### src/rtl/zynq_shell_fifo_reducer.sv
// Join-and-reduce engine between the shell's ps_to_pl and pl_to_ps FIFOs.
// Each channel dequeues one word from each of its arity_p inputs and emits add/xor/max or an N-group accumulation.
module zynq_shell_fifo_reducer #(
    parameter int data_width_p  = 32,
    parameter int num_out_p     = 2,
    parameter int arity_p       = 2,
    parameter int count_width_p = 16
) (
    input  logic                                            aclk,
    input  logic                                            aresetn,
    input  logic [1:0]                                      mode_i,
    input  logic [count_width_p-1:0]                        acc_len_i,
    input  logic [num_out_p*arity_p-1:0][data_width_p-1:0]  in_data_i,
    input  logic [num_out_p*arity_p-1:0]                    in_v_i,
    output logic [num_out_p*arity_p-1:0]                    in_yumi_o,
    output logic [num_out_p-1:0][data_width_p-1:0]          out_data_o,
    output logic [num_out_p-1:0]                            out_v_o,
    input  logic [num_out_p-1:0]                            out_ready_i,
    output logic [num_out_p-1:0][count_width_p-1:0]         count_o,
    output logic                                            busy_o
);

    // state | meaning
    // IDLE  | no accumulation in progress; next fire latches mode and length
    // ACC   | mid-accumulation; mode/length frozen until the final group
    typedef enum logic {IDLE = 1'b0, ACC = 1'b1} state_e;

    logic [num_out_p-1:0] busy_ch;

    for (genvar k = 0; k < num_out_p; k++) begin : g_ch
        state_e                   state_q, state_d;
        logic [1:0]               mode_q, mode_d;
        logic [count_width_p-1:0] len_q, len_d;
        logic [count_width_p-1:0] acc_cnt_q, acc_cnt_d;
        logic [count_width_p-1:0] count_q, count_d;
        logic [data_width_p-1:0]  acc_q, acc_d;
        logic [data_width_p-1:0]  out_q, out_d;
        logic                     out_v_q, out_v_d;

        logic [data_width_p-1:0]  grp_sum, grp_xor, grp_max, grp_val;
        logic [1:0]               mode_eff;
        logic [count_width_p-1:0] len_eff;
        logic [count_width_p:0]   cnt_inc;
        logic                     all_v, out_space, final_grp, fire, drain;

        always_comb begin
            grp_sum = '0;
            grp_xor = '0;
            grp_max = '0;
            all_v   = 1'b1;
            for (int i = 0; i < arity_p; i++) begin
                grp_sum = grp_sum + in_data_i[k*arity_p+i];
                grp_xor = grp_xor ^ in_data_i[k*arity_p+i];
                if (in_data_i[k*arity_p+i] > grp_max) grp_max = in_data_i[k*arity_p+i];
                all_v   = all_v & in_v_i[k*arity_p+i];
            end
        end

        // Handshake and decode; in IDLE the live CSR inputs decide, in ACC the latched copies do.
        always_comb begin
            mode_eff  = (state_q == IDLE) ? mode_i : mode_q;
            if (state_q == IDLE)
                len_eff = (acc_len_i == '0) ? count_width_p'(1) : acc_len_i;
            else
                len_eff = len_q;
            cnt_inc   = {1'b0, acc_cnt_q} + {{count_width_p{1'b0}}, 1'b1};
            if (state_q == IDLE)
                final_grp = (mode_i != 2'd3) || (len_eff == count_width_p'(1));
            else
                final_grp = cnt_inc >= {1'b0, len_q};
            case (mode_eff)
                2'd1:    grp_val = grp_xor;
                2'd2:    grp_val = grp_max;
                default: grp_val = grp_sum;
            endcase
            out_space = ~out_v_q | out_ready_i[k];
            fire      = aresetn & all_v & (~final_grp | out_space);
            drain     = out_v_q & out_ready_i[k];
        end

        always_comb begin
            state_d   = state_q;
            mode_d    = mode_q;
            len_d     = len_q;
            acc_cnt_d = acc_cnt_q;
            acc_d     = acc_q;
            out_d     = out_q;
            out_v_d   = out_v_q & ~drain;
            count_d   = count_q + count_width_p'(drain);
            if (fire) begin
                if (state_q == IDLE) begin
                    mode_d = mode_i;
                    len_d  = len_eff;
                    if (final_grp) begin
                        out_d   = grp_val;
                        out_v_d = 1'b1;
                    end else begin
                        acc_d     = grp_val;
                        acc_cnt_d = count_width_p'(1);
                        state_d   = ACC;
                    end
                end else if (final_grp) begin
                    out_d   = acc_q + grp_val;
                    out_v_d = 1'b1;
                    state_d = IDLE;
                end else begin
                    acc_d     = acc_q + grp_val;
                    acc_cnt_d = cnt_inc[count_width_p-1:0];
                end
            end
        end

        always_ff @(posedge aclk) begin
            if (!aresetn) begin
                state_q   <= IDLE;
                mode_q    <= '0;
                len_q     <= '0;
                acc_cnt_q <= '0;
                acc_q     <= '0;
                out_q     <= '0;
                out_v_q   <= 1'b0;
                count_q   <= '0;
            end else begin
                state_q   <= state_d;
                mode_q    <= mode_d;
                len_q     <= len_d;
                acc_cnt_q <= acc_cnt_d;
                acc_q     <= acc_d;
                out_q     <= out_d;
                out_v_q   <= out_v_d;
                count_q   <= count_d;
            end
        end

        assign in_yumi_o[k*arity_p +: arity_p] = {arity_p{fire}};
        assign out_data_o[k] = out_q;
        assign out_v_o[k]    = out_v_q;
        assign count_o[k]    = count_q;
        assign busy_ch[k]    = out_v_q | (state_q == ACC);
    end

    assign busy_o = |busy_ch;

endmodule

### config.mk
export PLATFORM = sky130hd
export DESIGN_NAME = zynq_shell_fifo_reducer
export DESIGN_NICKNAME = d
export VERILOG_FILES = /design/src/rtl/zynq_shell_fifo_reducer.sv
export SDC_FILE = /design/constraint.sdc
export NUM_CORES = 1
export LEC_CHECK = 0
export BUFFER_PORTS_ARGS = -buffer_cell sky130_fd_sc_hd__buf_2
export CAP_MARGIN = 20
export CORE_MARGIN = 2
export CORE_UTILIZATION = 55
export DETAILED_ROUTE_END_ITERATION = 6
export GPL_TIMING_DRIVEN = 0
export HOLD_SLACK_MARGIN = 0.15
export MAX_ROUTING_LAYER = met4
export PLACE_DENSITY = 0.76
export REMOVE_ABC_BUFFERS = 1
export SETUP_SLACK_MARGIN = 0.2
export SLEW_MARGIN = 5
export SYNTH_ARGS = -nofsm -noshare
export SYNTH_HDL_FRONTEND = slang
export SYNTH_SLANG_ARGS = --single-unit
### constraint.sdc
create_clock -name aclk -period 6.8 [get_ports aclk]
set_input_delay 1.36 -clock aclk [delete_from_list [all_inputs] [get_ports aclk]]
set_output_delay 1.36 -clock aclk [all_outputs]
set_load 0.05 [all_outputs]
==> flow_summary.ini <==
[grt]
grt_usage_pct = 30.28
antenna_found_initial = 5
grt_max_degree = 95
grt_pass1_vias = 19230
grt_overflow_total = 0
grt_pass1_wl_um = 94120

[detailed_routing]
ant_nets = 0
vias_per_cell = 6.107
vias = 20230
drtPass1Iterations = 5
drt-wirelength-per-cell_um = 17.50
routed_wl_um = 57980
drtIter0Drc = 1246
drc = 0

[worst_setup_path]
cp_max_fo = 23
start_kind = input port
required_ns = 7.26
r2r_cells = 19
crit_arrival_ns = 6.80
path_class = input port to flip-flop
endpoint_kind = flip-flop

[min_path]
hp-class = flip-flop to flip-flop
hold_depth = 2

[timing]
setup_viol = 0
period_minus_slack_ns = 6.346
final_hold_viol_count = 0
worst_clock_skew_ns = 0.01412
drv_slew = 0
setup_ws_ns = 0.4543
slew_headroom_pct = 26.60
worst_slew_pin_slew_ns = 1.101
post-route-period-util_pct = 93.32
tns_ns = 0
hold_slack_ns = 0.4561
rsz0062_at_grt = false
max_freq_mhz = 157.6

[clock_tree]
cts.sinks = 232
holdBufCountCts = 0
clk_latency_ns = 0.56
cts.clk_slew.worst_paths_ns = 0.06
cts_max_level = 1
cts_inserted_buffers = 27
cts_tree = built
root_buffer = clkbuf_16
cts_buffer_depth = 3

[synthesis]
synth_fa_ha_area_share_pct = 14.61
synthTopCellsByArea = dfxtp_1, ha_1, a21oi_1, mux2i_1, o21ai_0
synthesis.instances = 2652
synth_most_common_cell = nand2_1
syn_area_um2 = 20240
ys.flop_type = dfxtp_1
synth_top_family_by_area = compound AO/OA/AOI/OAI gates
synth_top_area_share_pct = 22.95
synth_cell_types = 90
avgSynthCellArea_um2 = 7.632
synth_edf_count = 0
synthMuxAreaShare_pct = 6.670
synth_top_area_cell = dfxtp_1
synth-simple-area-share_pct = 18.99
ys_async_sr_fraction_pct = 0
yosysSeqAreaShare_pct = 22.95
synth_compound_area_share_pct = 26.16
ys_warn_count = 0
synth_xor_area_share_pct = 5.019
synth_seq_cells = 232
ys_top_cells_by_count = nand2_1, a21oi_1, dfxtp_1

[die]
die_x_um = 195.8
dieHeight_um = 195.8
core_area_um2 = 36430
num_rows = 70
io_pins = 257
dieArea_um2 = 38350
floorplan.initialDensity_pct = 55.55

[place]
place_worst_setup_slack_ns = -1.996
place_hpwl_um = 43220
portBuffers = 256
place.gp.congestion = 1.006

[layout]
drive_above_1_share_pct = 13.98
synthToLayoutAreaGrowth_pct = 12.99
nNetsFinal = 3210

[power]
total_power_mw = 4.333
p_leak_nw = 10.45
max-vdd-ir-drop_mv = 0.2248
pwr_density_cell_nw_per_um2 = 189.5

[outcome]
status = finished, final reports clean

[flow_run]
drv_cap = 0
## layout make-up
type	count	area (um^2)
inverter	143	550.5
clock buffer	43	805.8
timing repair buffer	277	1627
timing repair inverter	1	5.005
antenna	5	12.51
tap	468	585.6
sequential	232	4649
multi-input combinational	2140	14570
clock inverter	4	60.06
fill	3238	13570
## state kept, by name (all words and copies together) (netlist names)
register        flops
g_ch.acc_cnt_q     32
g_ch.out_q         64
g_ch.count_q       32
g_ch.mode_q         4
g_ch.len_q         32
g_ch.out_v_q        2
g_ch.acc_q         64
g_ch.state_q        2
## cells by family (layout without fill, tap and decap cells)
group | count (synthesis) | after routing
buffers and inverters | 280 | 468
muxes | 132 | 132
DFF | 232 | 232
other | 0 | 5
xor gates and xnor gates | 116 | 116
and+or+nand+nor | 824 | 824
adders and majority gates | 234 | 234
AOI/OAI and AO/OA | 834 | 834
## layout by cell type, fill, tap and decap left out, drive strengths merged, types with 42 or more instances in the layout
cell type  instances
nor3              42
dfxtp            232
a211oi            75
nand2            260
ha               230
buf              277
mux2i            112
clkbuf            43
xor2              53
a21o              65
a21oi            259
nor2             226
inv              140
nand3             88
o21ai            219
xnor2             63
## through the flow
stage          utilization, %  cell area, um^2  std cells
3_3_place_gp            59.04            21510       3239
3_5_place_dp            59.90            21820       3251
6_report                62.77            22870       3313
5_1_grt                 62.77            22870       3313
2_1_floorplan               -            19640       2515
4_1_cts                 62.54            22790       3304
## routing by layer
| metal | GRT usage [%] | routed length, um | vias to the layer above |
|---|---|---|---|
| met3 | 3.146 | 3798 | 124 |
| li1 | - | - | 9977 |
| met4 | 9.652 | 1763 | 0 |
| met5 | - | 0 | - |
| met2 | 51.63 | 27240 | 665 |
| met1 | 37.70 | 25180 | 9466 |
## power by group
part           internal [mW]  leakage [nW]  switching [mW]
Sequential              1.40          1.88          0.0284
Clock                  0.845         0.425           0.588
Combinational          0.563          8.14           0.909
Total                   2.81          10.4            1.53
## timing repair
item	in CTS	in global routing
gates cloned	1	0
endpoints found under the setup margin	74	33
buffers inserted	5	4
gates resized for setup	10	11
pin swaps	2	4
## final timing paths
check,start,slack [ns],endpoint
worst max-delay path,in_data_i[95],0.45,g_ch[1].acc_q[26]
worst min-delay path,g_ch[1].out_q[31],0.46,g_ch[1].out_q[31]
worst max register to register,g_ch[0].state_q,0.81,g_ch[0].acc_q[31]
worst min register to register,g_ch[1].out_q[31],0.46,g_ch[1].out_q[31]
## critical path: stages
cell      delay [ns]
buf_2           0.10
inv_1           0.05
ha_1            0.31
nand4_2         0.14
or4_4           0.58
nor3_1          0.34
a31oi_1         0.16
nor2_4          0.17
buf_4           0.13
buf_12          0.21
mux2_2          0.36
nand2_1         0.10
nand2_1         0.07
ha_1            0.36
nand4_1         0.16
o221ai_1        0.40
a21oi_2         0.11
o21ai_1         0.40
o41ai_4         0.14
o211ai_1        0.44
a31oi_1         0.17
xnor2_1         0.17
mux2i_1         0.12
a211oi_1        0.26
(Power assumes the default switching activity.)
